==> src/rtl/gshare_pkg.sv <==
// Shared types for the gshare prediction/resolution path.
// Default widths, resolver FSM states, in-flight entry layout, GHR repair helper.
package gshare_pkg;

    localparam int IDX_W_DEF = 4;
    localparam int GHR_W_DEF = 4;

    typedef enum logic {
        RUN,
        FLUSH
    } state_e;

    typedef struct packed {
        logic [IDX_W_DEF-1:0] index;
        logic                 taken;
        logic [GHR_W_DEF-1:0] ghr;
    } pend_entry_t;

    // Corrected history: pre-branch history shifted by the real outcome.
    function automatic logic [GHR_W_DEF-1:0] ghr_restore_f(
        input logic [GHR_W_DEF-1:0] ghr,
        input logic                 taken
    );
        return {ghr[GHR_W_DEF-2:0], taken};
    endfunction

endpackage

==> src/rtl/gshare_pend_fifo.sv <==
// In-order FIFO of in-flight predictions awaiting resolution.
// Clear has priority over push and pop; callers qualify push/pop.
module gshare_pend_fifo
    import gshare_pkg::*;
#(
    parameter int DEPTH = 4
) (
    input  logic                       clk,
    input  logic                       reset,
    input  logic                       push,
    input  logic                       pop,
    input  logic                       clear,
    input  pend_entry_t                wdata,
    output pend_entry_t                rdata,
    output logic                       full,
    output logic                       empty,
    output logic [$clog2(DEPTH):0]     count
);

    localparam int PTR_W = $clog2(DEPTH);
    localparam int CBW   = PTR_W + 1;

    pend_entry_t      mem_q [DEPTH];
    pend_entry_t      mem_d [DEPTH];
    logic [PTR_W-1:0] wr_q, wr_d;
    logic [PTR_W-1:0] rd_q, rd_d;
    logic [CBW-1:0]   cnt_q, cnt_d;

    assign rdata = mem_q[rd_q];
    assign full  = (cnt_q == CBW'(DEPTH));
    assign empty = (cnt_q == '0);
    assign count = cnt_q;

    // Next pointer/count/storage; pointers wrap naturally at DEPTH.
    always_comb begin
        mem_d = mem_q;
        wr_d  = wr_q;
        rd_d  = rd_q;
        cnt_d = cnt_q;
        if (clear) begin
            wr_d  = '0;
            rd_d  = '0;
            cnt_d = '0;
        end else begin
            if (push) begin
                mem_d[wr_q] = wdata;
                wr_d        = wr_q + 1'b1;
            end
            if (pop) begin
                rd_d = rd_q + 1'b1;
            end
            cnt_d = cnt_q + CBW'(push) - CBW'(pop);
        end
    end

    // State registers.
    always_ff @(posedge clk or negedge reset) begin
        if (!reset) begin
            for (int i = 0; i < DEPTH; i++) begin
                mem_q[i] <= '0;
            end
            wr_q  <= '0;
            rd_q  <= '0;
            cnt_q <= '0;
        end else begin
            mem_q <= mem_d;
            wr_q  <= wr_d;
            rd_q  <= rd_d;
            cnt_q <= cnt_d;
        end
    end

endmodule

==> src/rtl/gshare_resolver.sv <==
// Resolution end of the gshare predictor: in-order compare, PHT training, GHR repair.
// Optional GSHARE_RES_STATS_EN adds saturating hit/miss counters.
module gshare_resolver
    import gshare_pkg::*;
#(
    parameter int IDX_W = IDX_W_DEF,
    parameter int GHR_W = GHR_W_DEF,
    parameter int DEPTH = 4,
    parameter int CNT_W = 16
) (
    input  logic                     clk,
    input  logic                     reset,
    input  logic                     pred_valid,
    output logic                     pred_ready,
    input  logic [IDX_W-1:0]         pred_index,
    input  logic                     pred_taken,
    input  logic [GHR_W-1:0]         pred_ghr,
    input  logic                     res_valid,
    input  logic                     res_taken,
    output logic                     upd_valid,
    output logic [IDX_W-1:0]         upd_index,
    output logic                     upd_taken,
    output logic                     mispredict,
    output logic [GHR_W-1:0]         ghr_restore,
    output logic [$clog2(DEPTH):0]   pending,
    output logic                     res_orphan,
    output logic [CNT_W-1:0]         hit_cnt,
    output logic [CNT_W-1:0]         miss_cnt
);

    state_e            state_q, state_d;
    pend_entry_t       push_entry, head;
    logic              full, empty;
    logic              push, pop, miss, orphan_evt;
    logic              upd_valid_q, upd_valid_d;
    logic [IDX_W-1:0]  upd_index_q, upd_index_d;
    logic              upd_taken_q, upd_taken_d;
    logic              mispredict_q, mispredict_d;
    logic [GHR_W-1:0]  ghr_restore_q, ghr_restore_d;
    logic              orphan_q, orphan_d;

    // No full-bypass: a same-cycle pop never frees a slot for a push.
    assign pred_ready = (state_q == RUN) && !full;
    assign push_entry = '{index: pred_index, taken: pred_taken, ghr: pred_ghr};

    // Resolve the head; a miss squashes the queue and any same-cycle push.
    always_comb begin
        pop        = res_valid && !empty && (state_q == RUN);
        miss       = pop && (head.taken != res_taken);
        push       = pred_valid && pred_ready && !miss;
        orphan_evt = res_valid && !pop;
    end

    gshare_pend_fifo #(
        .DEPTH (DEPTH)
    ) u_fifo (
        .clk   (clk),
        .reset (reset),
        .push  (push),
        .pop   (pop),
        .clear (miss),
        .wdata (push_entry),
        .rdata (head),
        .full  (full),
        .empty (empty),
        .count (pending)
    );

    // FSM: one FLUSH cycle after every misprediction.
    always_comb begin
        state_d = state_q;
        unique case (state_q)
            RUN:     if (miss) state_d = FLUSH;
            FLUSH:   state_d = RUN;
            default: state_d = RUN;
        endcase
    end

    // Registered training / repair outputs and sticky orphan flag.
    always_comb begin
        upd_valid_d   = pop;
        upd_index_d   = pop ? head.index : upd_index_q;
        upd_taken_d   = pop ? res_taken : upd_taken_q;
        mispredict_d  = miss;
        ghr_restore_d = ghr_restore_q;
        if (miss) begin
            ghr_restore_d = ghr_restore_f(head.ghr, res_taken);
        end
        orphan_d = orphan_q | orphan_evt;
    end

    // State and output registers.
    always_ff @(posedge clk or negedge reset) begin
        if (!reset) begin
            state_q       <= RUN;
            upd_valid_q   <= 1'b0;
            upd_index_q   <= '0;
            upd_taken_q   <= 1'b0;
            mispredict_q  <= 1'b0;
            ghr_restore_q <= '0;
            orphan_q      <= 1'b0;
        end else begin
            state_q       <= state_d;
            upd_valid_q   <= upd_valid_d;
            upd_index_q   <= upd_index_d;
            upd_taken_q   <= upd_taken_d;
            mispredict_q  <= mispredict_d;
            ghr_restore_q <= ghr_restore_d;
            orphan_q      <= orphan_d;
        end
    end

    assign upd_valid   = upd_valid_q;
    assign upd_index   = upd_index_q;
    assign upd_taken   = upd_taken_q;
    assign mispredict  = mispredict_q;
    assign ghr_restore = ghr_restore_q;
    assign res_orphan  = orphan_q;

`ifdef GSHARE_RES_STATS_EN
    logic             hit;
    logic [CNT_W-1:0] hit_cnt_q, hit_cnt_d;
    logic [CNT_W-1:0] miss_cnt_q, miss_cnt_d;

    // Saturating statistics counters.
    always_comb begin
        hit        = pop && !miss;
        hit_cnt_d  = hit_cnt_q;
        miss_cnt_d = miss_cnt_q;
        if (hit && (hit_cnt_q != '1)) begin
            hit_cnt_d = hit_cnt_q + 1'b1;
        end
        if (miss && (miss_cnt_q != '1)) begin
            miss_cnt_d = miss_cnt_q + 1'b1;
        end
    end

    // Counter registers.
    always_ff @(posedge clk or negedge reset) begin
        if (!reset) begin
            hit_cnt_q  <= '0;
            miss_cnt_q <= '0;
        end else begin
            hit_cnt_q  <= hit_cnt_d;
            miss_cnt_q <= miss_cnt_d;
        end
    end

    assign hit_cnt  = hit_cnt_q;
    assign miss_cnt = miss_cnt_q;
`else
    assign hit_cnt  = '0;
    assign miss_cnt = '0;
`endif

endmodule

==> config.mk <==
export PLATFORM = sky130hd
export DESIGN_NAME = gshare_resolver
export DESIGN_NICKNAME = d
export VERILOG_FILES = /design/src/rtl/gshare_pkg.sv /design/src/rtl/gshare_pend_fifo.sv /design/src/rtl/gshare_resolver.sv
export SDC_FILE = /design/constraint.sdc
export NUM_CORES = 1
export LEC_CHECK = 0
export ABC_CLOCK_PERIOD_IN_PS = 3000
export CAP_MARGIN = 20
export CORE_ASPECT_RATIO = 1.5
export CORE_MARGIN = 8
export CORE_UTILIZATION = 45
export DETAILED_ROUTE_END_ITERATION = 6
export GPL_ROUTABILITY_DRIVEN = 0
export PLACE_DENSITY = 0.79
export SLEW_MARGIN = 25
export SYNTH_ARGS = -nofsm -noshare
export SYNTH_HDL_FRONTEND = slang
export SYNTH_SLANG_ARGS = --single-unit
==> constraint.sdc <==
create_clock -name clk -period 3 [get_ports clk]
set_input_delay 0.45 -clock clk [delete_from_list [all_inputs] [get_ports clk]]
set_output_delay 0.45 -clock clk [all_outputs]
set_load 0.03 [all_outputs]
Yosys cells after proc, flatten, opt, wreduce, memory -nomap -nowiden
Cells that the tools add are included.
{"block": "totals", "inputBits": 14, "out_inout_bits": 48, "regBits": 56}
{"block": "op_classes", "mux": 13, "order_cmp": 3, "addsub": 4, "bitwise": 5, "n_eq_ne": 2, "reduce_logical": 16}
{"cell": "36-bit bitwise mux", "n": 1}
{"cell": "9-bit two-way mux", "n": 3}
{"cell": "9-bit binary-select mux with 2-bit select", "n": 1}
{"cell": "9-bit demux with 2-bit select", "n": 1}
{"cell": "1-bit logical AND", "n": 8}
{"cell": "2-bit two-way mux", "n": 4}
{"cell": "3-bit greater-or-equal comparator (second input constant)", "n": 2}
{"cell": "2-bit NOT with 3-bit output", "n": 2}
{"cell": "2-bit by 1-bit adder with 2-bit output (second input constant)", "n": 2}
{"cell": "1-bit zero test", "n": 4}
{"cell": "2-bit nonzero test", "n": 2}
{"cell": "3-bit by 1-bit adder with 3-bit output", "n": 1}
{"cell": "3-bit == test (second input constant)", "n": 1}
{"cell": "3-bit zero test", "n": 1}
{"cell": "3-bit by 1-bit less-than comparator with 1-bit output (second input constant)", "n": 1}
{"cell": "3-bit two-way mux", "n": 1}
{"cell": "3-bit by 1-bit subtractor with 3-bit output", "n": 1}
{"cell": "1-bit NOT", "n": 2}
{"cell": "1-bit one-hot mux with 2 select lines", "n": 1}
{"cell": "2-bit AND reduction", "n": 1}
{"cell": "1-bit two-way mux", "n": 1}
{"cell": "1-bit != test", "n": 1}
{"cell": "1-bit bitwise OR", "n": 1}

Logic depth before layout (Yosys ltp)
{"block": "logic_depth", "ltp_word": 11, "ltp_mapped": 13, "depth_no_buf": 11}

Cells and area by module
Synthesis repeated with hierarchy kept, for this count alone.
{"block": "hier_totals", "cells_unflattened": 200, "hier_area_um2": 2806.4}
{"module": "gshare_pend_fifo", "area_per_inst_um2": 2037.0, "cells_per_inst": 123, "instances": 1}
{"module": "gshare_resolver", "area_per_inst_um2": 769.5, "cells_per_inst": 77, "instances": 1}

Least setup slack after synthesis
No wires, ideal clock.
{"block": "synth_path", "path_type": "reg2reg", "startpoint": "register u_fifo.cnt_q[1], in the netlist u_fifo.count[1]", "endpoint": "register u_fifo.cnt_q[2], in the netlist u_fifo.count[2]", "arrival_time_ps": 2822, "period_less_slack_ps": 2941, "setup_ps": 119, "path_buffers": 2, "path_stages_with_launch": 14, "slack_ps": 59, "cell_sequence": "dfrtp_1 > nor3_1 > or3b_2 > clkbuf_1 > buf_2 > clkinv_1 > ha_1 > inv_1 > ha_1 > inv_1 > fa_1 > xor2_1 > xnor2_1 > nor2_1"}
{"block": "synth_via", "elab_chain_cells": 10}
{"element": "from (decl)", "line": "gshare_pend_fifo.sv:27", "source": "logic [CBW-1:0] cnt_q, cnt_d;"}
{"element": "from (signal assigned)", "line": "gshare_pend_fifo.sv:69", "source": "cnt_q <= cnt_d;"}
{"element": "3-bit zero test *", "line": "gshare_pend_fifo.sv:31", "source": "assign empty = (cnt_q == '0);"}
{"element": "1-bit zero test *", "line": "gshare_resolver.sv:48", "source": "pop = res_valid && !empty && (state_q == RUN);"}
{"element": "1-bit logical AND * (2 in a row)", "line": "gshare_resolver.sv:48"}
{"element": "net pop", "line": "gshare_resolver.sv:34", "source": "logic push, pop, miss, orphan_evt;"}
{"element": "1-bit logical AND", "line": "gshare_resolver.sv:49", "source": "miss = pop && (head.taken != res_taken);"}
{"element": "1-bit zero test", "line": "gshare_resolver.sv:50", "source": "push = pred_valid && pred_ready && !miss;"}
{"element": "1-bit logical AND", "line": "gshare_resolver.sv:50"}
{"element": "3-bit by 1-bit adder with 3-bit output", "line": "gshare_pend_fifo.sv:52", "source": "cnt_d = cnt_q + CBW'(push) - CBW'(pop);"}
{"element": "3-bit by 1-bit subtractor with 3-bit output", "line": "gshare_pend_fifo.sv:52"}
{"element": "3-bit two-way mux *", "line": "gshare_pend_fifo.sv:40", "source": "if (clear) begin"}
{"element": "net u_fifo.cnt_d[2]", "line": "gshare_pend_fifo.sv:27"}
The timed path passes the listed nets; every way through them passes the cells marked *.
A chain may end at the register's enable or synchronous reset.

Final worst setup path
{"block": "layout_path", "startpoint": "input res_valid", "endpoint": "register u_fifo.cnt_q[2], in the netlist u_fifo.count[2]"}
{"block": "layout_via", "elab_chain_cells": 8}
{"element": "from (decl)", "line": "gshare_resolver.sv:18", "source": "input logic res_valid,"}
{"element": "1-bit logical AND * (2 in a row)", "line": "gshare_resolver.sv:48"}
{"element": "net pop", "line": "gshare_resolver.sv:34"}
{"element": "1-bit logical AND", "line": "gshare_resolver.sv:49"}
{"element": "1-bit zero test", "line": "gshare_resolver.sv:50"}
{"element": "1-bit logical AND", "line": "gshare_resolver.sv:50"}
{"element": "3-bit by 1-bit adder with 3-bit output", "line": "gshare_pend_fifo.sv:52"}
{"element": "3-bit by 1-bit subtractor with 3-bit output", "line": "gshare_pend_fifo.sv:52"}
{"element": "3-bit two-way mux *", "line": "gshare_pend_fifo.sv:40"}
{"element": "net u_fifo.cnt_d[2]", "line": "gshare_pend_fifo.sv:27"}
Marked as above.

==> results.yml <==
status:
  status: "finished clean"
timing:
  fin_skew_ns: 0.00348
  slew_viol_final: 0
  setup_viol: 0
  finalWorstSetupSlack_ns: 0.488
  hold_ws_ns: 0.0790
  period_needed_ns: 2.51
  finalSetupTns_ns: 0
  finalHoldViolCount: 0
  fmax_mhz: 398
  rsz0062_at_grt: "false"
  finalCritPeriodShare_pct: 83.7
cts:
  cts_root_buf: "clkbuf_8"
  post_cts_buffers: 0
  clockBufferDepth: 2
  clkTransAtPathRegs_ns: 0.09
  htree_levels: 2
  cts_sinks: 52
  postCtsHoldBufs: 0
  cts_buffers: 5
  tritoncts: "done"
  cts.repair.resized: 0
  clock_latency_ns: 0.30
worst_setup_path:
  crit_type: "primary input to flip-flop"
  crit_fanout: 3
  required_ns: 3.20
  timing.rr.start: "u_fifo.rd_q[0]$_DFFE_PN0P_"
  start_kind: "primary input"
  startpoint: "res_valid"
  crit_path_end: "u_fifo.count[2]$_DFF_PN0_"
  r2r.worst_path.cells: 10
  critPathCaptureType: "flip-flop"
  regToRegSetupSlack_ns: 0.57
  arrival_ns: 2.71
  timing.rr.end: "u_fifo.count[2]$_DFF_PN0_"
place:
  portBuffers: 28
  dpl.hpwl_microns: 3560
  pre_cts_slack_ns: 0.173
drt:
  ant_nets: 0
  wl_per_cell_microns: 15.5
  dr.first_iter.drc_count: 25
  drcViolationCount: 0
  drt_wl_total_microns: 4750
  vias: 1479
  vias_per_cell: 4.82
  dr.pass1.iters: 2
synth:
  synth_flop_cell: "dfrtp_1"
  postSynthCellCount: 193
  async_flop_share_pct: 100
  synth_area_leader_cell: "dfrtp_1"
  ys_seq_area_share_pct: 50.3
  synth_area_sq_mm: 0.00259
  yosysTopAreaCellShare_pct: 50.3
  yosys.cell_count.top_type: "dfrtp_1"
  synth_warnings: 0
  synthTopCellsByArea: "dfrtp_1 50%, mux2_2 15%, buf_4 9.3%, mux4_2 7.0%, ha_1 2.9%"
  synth_enable_flop_cells: 0
  ys_top_cells_by_count: "52 x dfrtp_1, 35 x mux2_2, 32 x buf_4"
  ys_types: 31
  synth-seq-cells: 52
  syn_area_per_cell_sq_um: 13.4
global_route:
  grt.total_usage_pct: 11.6
  grt_overflow_total: 0
  grt_max_degree: 34
  grt.busiest_layer: "met2"
  grt_pass1_vias: 1615
  met1_usage_pct: 11.9
  use_met3_pct: 3.38
  grt_pass1_wl_microns: 7730
  antenna_found_initial: 0
  grt_use_met2_pct: 20.2
finish:
  syn_to_final_growth_pct: 15.0
  final_nets: 255
  drive_gt1_share_pct: 29.8
  antennaDiodeCount: 0
  nFillCells: 496
power:
  p_leak_nw: 1.35
  p_per_area_mw_per_mm2: 1130
  vdd_drop_max_uv: 385
  total_power_mw: 3.37
run:
  maxCapViolations: 0
die:
  core_area_sq_mm: 0.00566
  die_h_microns: 109
  die_x_microns: 77.9
  boundaryPins: 62
  dieArea_sq_mm: 0.00848
  rows: 34
  initial_core_util_pct: 45.7
hold_path:
  hp-class: "primary input to async pin"
[cells in the final DEF, fill, tap and decap left out, types with 4 or more instances in the layout]
master	instances
dfrtp_1	52
mux2_2	35
conb_1	32
clkdlybuf4s50_1	27
nand2_1	16
buf_4	12
nor2_1	9
mux4_2	8
ha_1	6
clkbuf_8	6
inv_1	5
xnor2_1	4
[worst min path at each step]
| stage | start | to | slack [ns] | cells past startpoint |
|---|---|---|---|---|
| after global placement | reset | u_fifo.mem_q[15]$_DFFE_PN0P_ | 0.42 | 1 |
| final | reset | u_fifo.mem_q[33]$_DFFE_PN0P_ | 0.08 | 1 |
| after CTS | reset | u_fifo.mem_q[33]$_DFFE_PN0P_ | 0.09 | 1 |
| after detailed placement | reset | u_fifo.mem_q[33]$_DFFE_PN0P_ | 0.43 | 1 |
| after floorplan | reset | ghr_restore[0]$_DFFE_PN0N_ | 0.15 | 0 |
| after global routing | reset | u_fifo.mem_q[15]$_DFFE_PN0P_ | 0.10 | 1 |
[flip-flops by register name (all words and copies together), names as in the netlist]
signal / count
upd_taken: 1
mispredict: 1
res_orphan: 1
upd_valid: 1
ghr_restore: 4
upd_index: 4
u_fifo.count: 3
u_fifo.mem_q: 32
u_fifo.wr_q: 2
u_fifo.rd_q: 2
state_q: 1
[logic make-up (layout without fill, tap and decap cells)]
kind of cell | after synthesis | after routing | synth area share [%]
DFF | 52 | 52 | 50.3
buffers and inverters | 43 | 54 | 11.6
muxes | 44 | 44 | 22.6
other | 1 | 32 | 0.145
AOI/OAI and AO/OA | 7 | 7 | 3.19
adders and majority gates | 7 | 7 | 3.68
xor gates and xnor gates | 6 | 6 | 2.76
and+or+nand+nor | 33 | 33 | 5.76
[power by group]
part           internal, mW  switching [mW]  total [mW]
Sequential             1.05           0.192        1.24
Clock                 0.188           0.227       0.415
Combinational         0.873           0.843        1.72
Total                  2.11            1.26        3.37
[worst max-delay path, stage by stage]
cell and delay, ns:
clkdlybuf4s50_1 0.51, or3b_2 0.47, clkinv_1 0.08, ha_1 0.22, inv_1 0.05, ha_1 0.13, inv_1 0.05, fa_1 0.37
xor2_1 0.16, xnor2_1 0.16, nor2_1 0.05
[cell type report]
type	instances	area (sq um)	area share [%]
timing repair buffer	40	365	12.3
tap	72	90.1	3.03
clock inverter	1	7.51	0.252
clock buffer	7	86.3	2.90
inverter	6	22.5	0.757
sequential	52	1300	43.7
multi-input combinational	129	1100	37.0
[stage by stage]
| step | area (sq um) | cells | util, % |
|---|---|---|---|
| after detailed placement | 2880 | 299 | 50.9 |
| after global routing | 2980 | 307 | 52.6 |
| final | 2980 | 307 | 52.6 |
| after global placement | 2880 | 299 | 50.9 |
| after CTS | 2980 | 307 | 52.6 |
| after floorplan | 2700 | 224 | - |
[layer usage]
metal	up-vias	routed length [microns]
met5	-	0
met2	55	2330
met1	740	1840
met3	15	386
li1	669	-
met4	0	191
No activity file was read; power rests on OpenSTA's default activity.
